`src/rtl/addswap_pipe_unit.sv`:
```
// Two-stage add/pass/swap datapath core with valid/ready on both sides.
// Stage 1 holds operands, stage 2 holds results; a saturating counter tracks delivered carries.
module addswap_pipe_unit #(
    parameter int WIDTH       = 3,
    parameter int CNT_W       = 8,
    parameter bit SAT_DEFAULT = 1'b0
) (
    input  logic             clk,
    input  logic             rst,
    input  logic             in_valid,
    output logic             in_ready,
    input  logic [WIDTH-1:0] in_a,
    input  logic [WIDTH-1:0] in_b,
    input  logic [1:0]       in_mode,
    input  logic             sat_en,
    output logic             out_valid,
    input  logic             out_ready,
    output logic [WIDTH-1:0] out_r0,
    output logic [WIDTH-1:0] out_r1,
    output logic             out_cy,
    output logic [CNT_W-1:0] ovf_cnt,
    input  logic             ovf_clr
);

    typedef enum logic [1:0] {
        MODE_ADD  = 2'b00,
        MODE_PASS = 2'b01,
        MODE_SWAP = 2'b10,
        MODE_ADDB = 2'b11
    } mode_e;

    localparam logic [CNT_W-1:0] CNT_MAX = '1;

    logic             s1_valid_q, s2_valid_q;
    logic [WIDTH-1:0] s1_a_q, s1_b_q;
    mode_e            s1_mode_q;
    logic             s1_sat_q;
    logic [WIDTH-1:0] r0_q, r1_q, r0_d, r1_d;
    logic             cy_q, cy_d;
    logic [CNT_W-1:0] ovf_q, ovf_d;
    logic [WIDTH:0]   add_v;
    logic             adv1, adv2;

    // Returns {carry, result}; saturates to all-ones on carry when sat is set.
    function automatic logic [WIDTH:0] add_op(input logic [WIDTH-1:0] a,
                                              input logic [WIDTH-1:0] b,
                                              input logic             sat);
        logic [WIDTH:0] sum;
        sum    = {1'b0, a} + {1'b0, b};
        add_op = {sum[WIDTH], (sat && sum[WIDTH]) ? {WIDTH{1'b1}} : sum[WIDTH-1:0]};
    endfunction

    assign adv2     = ~s2_valid_q | out_ready;
    assign adv1     = ~s1_valid_q | adv2;
    assign in_ready = adv1;

    always_comb begin
        add_v = add_op(s1_a_q, s1_b_q, s1_sat_q);
        r0_d  = s1_a_q;
        r1_d  = s1_b_q;
        cy_d  = 1'b0;
        case (s1_mode_q)
            MODE_ADD: begin
                r0_d = add_v[WIDTH-1:0];
                cy_d = add_v[WIDTH];
            end
            MODE_SWAP: begin
                r0_d = s1_b_q;
                r1_d = s1_a_q;
            end
            MODE_ADDB: begin
                r1_d = add_v[WIDTH-1:0];
                cy_d = add_v[WIDTH];
            end
            default: ;
        endcase
    end

    // Clear beats a same-cycle increment.
    always_comb begin
        ovf_d = ovf_q;
        if (ovf_clr)
            ovf_d = '0;
        else if (s2_valid_q && out_ready && cy_q && ovf_q != CNT_MAX)
            ovf_d = ovf_q + 1'b1;
    end

    always_ff @(posedge clk) begin
        if (rst) begin
            s1_valid_q <= 1'b0;
            s2_valid_q <= 1'b0;
            s1_a_q     <= '0;
            s1_b_q     <= '0;
            s1_mode_q  <= MODE_ADD;
            s1_sat_q   <= SAT_DEFAULT;
            r0_q       <= '0;
            r1_q       <= '0;
            cy_q       <= 1'b0;
            ovf_q      <= '0;
        end else begin
            if (adv1) begin
                s1_valid_q <= in_valid;
                if (in_valid) begin
                    s1_a_q    <= in_a;
                    s1_b_q    <= in_b;
                    s1_mode_q <= mode_e'(in_mode);
                    s1_sat_q  <= sat_en;
                end
            end
            if (adv2) begin
                s2_valid_q <= s1_valid_q;
                if (s1_valid_q) begin
                    r0_q <= r0_d;
                    r1_q <= r1_d;
                    cy_q <= cy_d;
                end
            end
            ovf_q <= ovf_d;
        end
    end

    assign out_valid = s2_valid_q;
    assign out_r0    = r0_q;
    assign out_r1    = r1_q;
    assign out_cy    = cy_q;
    assign ovf_cnt   = ovf_q;

endmodule

```
`config.mk`:
```
export PLATFORM = sky130hd
export DESIGN_NAME = addswap_pipe_unit
export DESIGN_NICKNAME = d
export VERILOG_FILES = /design/src/rtl/addswap_pipe_unit.sv
export SDC_FILE = /design/constraint.sdc
export NUM_CORES = 1
export LEC_CHECK = 0
export ABC_AREA = 1
export BUFFER_PORTS_ARGS = -buffer_cell sky130_fd_sc_hd__buf_2
export CORE_MARGIN = 2
export CORE_UTILIZATION = 49
export CTS_CLUSTER_SIZE = 40
export DETAILED_ROUTE_END_ITERATION = 7
export HOLD_SLACK_MARGIN = 0.02
export PLACE_DENSITY = 0.74
export SLEW_MARGIN = 20
export SYNTH_ARGS = -nofsm -noshare
export SYNTH_HDL_FRONTEND = slang
export SYNTH_SLANG_ARGS = --single-unit
```
`constraint.sdc`:
```
create_clock -name clk -period 1.6 [get_ports clk]
set_input_delay 0.08 -clock clk [delete_from_list [all_inputs] [get_ports clk]]
set_output_delay 0.08 -clock clk [all_outputs]
set_load 0.02 [all_outputs]
```
==> metrics.log <==
INFO  metric detail_route.drc_violations = 0
INFO  metric run_status = finished clean
INFO  metric worst-path-buf-inv = 4
INFO  metric layout.filler_cells = approximately 260
INFO  metric cp_slowest_cell = sky130_fd_sc_hd__dlygate4sd3_1
INFO  metric cts_tree = done
INFO  metric syn_area = 0.00134 mm2
INFO  metric mostFrequentLayoutCell = sky130_fd_sc_hd__nand2_1
INFO  metric synth_top_cell_area_share = between 30% and 40%
INFO  metric rows = 18
INFO  metric total_leakage_power = 0.718 nW
INFO  metric layout_min_cycle_time = 1.50 ns
INFO  metric clock_latency = 0.32 ns
INFO  metric globalplace.congestion = 0.829
INFO  metric final_area = between 0.0015 and 0.002 mm2
INFO  metric ys_seq_elements = 26
INFO  metric cts.repair_timing.setup_buffer_count = 0
INFO  metric critical_path_capture_point_type = flop
INFO  metric grt_start_max_net_pins = 19
INFO  metric critical_path.cell_chain = dlygate4sd3_1 -> buf_2 -> clkinvlp_4 -> o21ai_2 -> nor2_1 -> dlygate4sd3_1
INFO  metric yosysSeqAreaShare = about 39%
INFO  metric grt_antenna_before_repair = 0
INFO  metric die_h = between 50 and 60 um
INFO  metric routed_wire_length_per_instance = 11.3 um
INFO  metric cpMostUsedCell = sky130_fd_sc_hd__dlygate4sd3_1
INFO  metric cp_max_fo = 15
INFO  metric via_per_inst = 5.03
INFO  metric port-buffer-count = 30
INFO  metric final_worst_path_period_share = 93.5%
INFO  metric layout.nets = 244
INFO  metric worst_ir_drop_vdd = 0.516 mV
INFO  metric max_slew_margin = between 70% and 80%
INFO  metric gr-total-overflow = 0
INFO  metric total_power = 0.00124 W
INFO  metric antenna_cells_inserted = 0
INFO  metric num_vias = 1262
INFO  metric place_area = roughly 0.0015 mm2
INFO  metric nature_of_the_critical_path_startpoint = input port
INFO  metric max_slew.worst_pin.slew = a little over 0.3 ns
INFO  metric first_pass_grt_wire_length = 5040 um
INFO  metric clockRootBuffer = sky130_fd_sc_hd__clkbuf_4
INFO  metric postRouteAntennaNets = 0
INFO  metric top_library_cells_by_usage_in_the_layout_fill_and_taps_aside = 39 x sky130_fd_sc_hd__nand2_1, 30 x sky130_fd_sc_hd__buf_2, 26 x sky130_fd_sc_hd__dfxtp_1
INFO  metric synth_edf_count = 0
INFO  metric hold_viol = 0
INFO  metric final-max-slew-violation-count = 0
INFO  metric top_cell_type_by_total_area_after_synthesis = sky130_fd_sc_hd__dfxtp_1
INFO  metric path_class = input port to flop
INFO  metric clk_path_buf_depth = 2
INFO  metric setup_tns = 0 ns
INFO  metric total_wire_length_after_detailed_routing = between 2000 and 3000 um
INFO  metric worst_path_top_cell_family_by_delay = buffers and inverters
INFO  metric critPathMaxStageDelay = roughly 0.54 ns
INFO  metric grt_pass1_vias = 1167
INFO  metric synthesis.yosys.warnings = 0
INFO  metric cts-buffers-inserted = 3
INFO  metric groute.usage.overall = about 19%
INFO  metric synth_top_flop_cell = sky130_fd_sc_hd__dfxtp_1
INFO  metric asyncSetResetFlopFracSynth = 0%
INFO  metric number_of_clock_sinks_seen_by_cts = 26
INFO  metric die-area = 0.00316 mm2
INFO  metric detailedPlacementHpwl = 2110 um
INFO  metric first_pass_iters = 4
INFO  metric core_footprint = 0.00252 mm2
INFO  metric synthCells = about 190
INFO  metric area_growth_from_synthesis_to_final_layout = 19.6%
INFO  metric io_pins = 31
INFO  metric clkTransAtPathRegs = 0.14 ns
INFO  metric achievable-frequency = ~0.67 GHz
INFO  metric initial_core_util = 53.0%
INFO  metric die-width = 56.2 um
INFO  metric drv_cap = 0
INFO  metric worstPathArrival = 1.72 ns
INFO  metric finClkSkew = ~0.0037 ns
INFO  metric synthTopCellsByArea = sky130_fd_sc_hd__dfxtp_1 39%, sky130_fd_sc_hd__nand2_1 11%, sky130_fd_sc_hd__a21oi_1 8.2%
INFO  metric critical_path_required = 1.83 ns
INFO  metric power.density = 776 mW/mm2
INFO  metric ratio_of_cells_with_drive_above_1_in_the_final_layout = 20.4%
INFO  metric rsz0062_at_grt = no
INFO  metric drt_first_iter_violations = 64
INFO  metric synth_cell_types = 23
INFO  metric postSynthAreaPerCell = 7.23 um2
INFO  metric clock_tree.htree_level_count = 1
INFO  metric postSynthNetCount = 207
INFO  metric setup-violations-final = 0
INFO  metric hp-class = input port to flop
[power breakdown]
group / leakage, nW / internal [W] / total, W / switching [W]
combinational: 0.483 / 0.0000786 / 0.000196 / 0.000117
clock: 0.0210 / 0.000139 / 0.000343 / 0.000204
sequential: 0.213 / 0.000679 / 0.000701 / 0.0000225
[logic make-up after synthesis]
group           share of synthesized area, %
simple gates                            25.7
flops                                   38.9
fa+ha+maj                               8.04
xor+xnor                                2.62
compound gates                          17.4
buf+inv                                 7.30
[area by class of cell]
type | instances | area (um2) | area share, %
flip-flops and latches | 26 | 520 | 32.6
inverters | 22 | 86.3 | 5.40
repair buffers | 34 | 190 | 11.9
well taps | 30 | 37.5 | 2.35
multi-input cells | 135 | 728 | 45.5
clock buffers | 4 | 36.3 | 2.27
[per-stage QoR]
| step | util [%] | hold slack, ns | setup slack (ns) | instances |
|---|---|---|---|---|
| after detailed placement | 59.9 | 0.316 | 0.204 | 243 |
| after CTS | 62.9 | 0.0228 | 0.0454 | 251 |
| after floorplan | - | 0.149 | 0.227 | 185 |
| after global placement | 59.9 | 0.310 | 0.232 | 243 |
| final | 63.4 | 0.0274 | 0.105 | 251 |
| after global routing | 63.4 | 0.0434 | 0.0194 | 251 |
[Yosys cell counts, types with 2 or more instances]
library cell	count
sky130_fd_sc_hd__o21ai_1	2
sky130_fd_sc_hd__inv_1	21
sky130_fd_sc_hd__nor2_4	2
sky130_fd_sc_hd__ha_1	7
sky130_fd_sc_hd__nand2_2	4
sky130_fd_sc_hd__dfxtp_1	26
sky130_fd_sc_hd__or2_1	2
sky130_fd_sc_hd__o21ai_0	21
sky130_fd_sc_hd__xor2_1	3
sky130_fd_sc_hd__a21oi_1	22
sky130_fd_sc_hd__nor2_1	20
sky130_fd_sc_hd__nand2_1	39
sky130_fd_sc_hd__nand3_1	6
[metal layers]
metal | vias to the layer above | global-route usage, % | routed length, um
met5 | - | 0 | 0
met3 | 2 | 3.49 | 136
li1 | 669 | - | -
met2 | 32 | 28.7 | 1230
met1 | 559 | 28.1 | 1430
met4 | 0 | 5.78 | 21
[sequential cells by signal, indices dropped and copies added (netlist names)]
signal,cells
s1_sat_q,1
out_cy,1
s1_b_q,3
out_valid,1
ovf_cnt,8
out_r0,3
s1_mode_q,2
s1_a_q,3
s1_valid_q,1
out_r1,3
[worst min-delay path: cells and delay by family]
| kind | cells | cell delay, ns |
|---|---|---|
| AOI/OAI and AO/OA | 2 | 0.17 |
| buffers and inverters | 1 | 0.07 |
[final timing paths]
check             slack, ns       start  depth (start not counted)      endpoint
setup / recovery       0.10         rst                          6      s1_sat_q
setup reg to reg       0.13   out_valid                          5      s1_sat_q
hold / removal         0.03  in_mode[1]                          3  s1_mode_q[1]
hold reg to reg        0.51  ovf_cnt[3]                          2    ovf_cnt[3]
[timing repair]
item / CTS / global route
hold buffers: 4 / 0
setup endpoints to repair: 0 / 2
hold endpoints to repair: 5 / 0
resized for setup: 0 / 4
No activity file was read; power rests on OpenSTA's default activity.
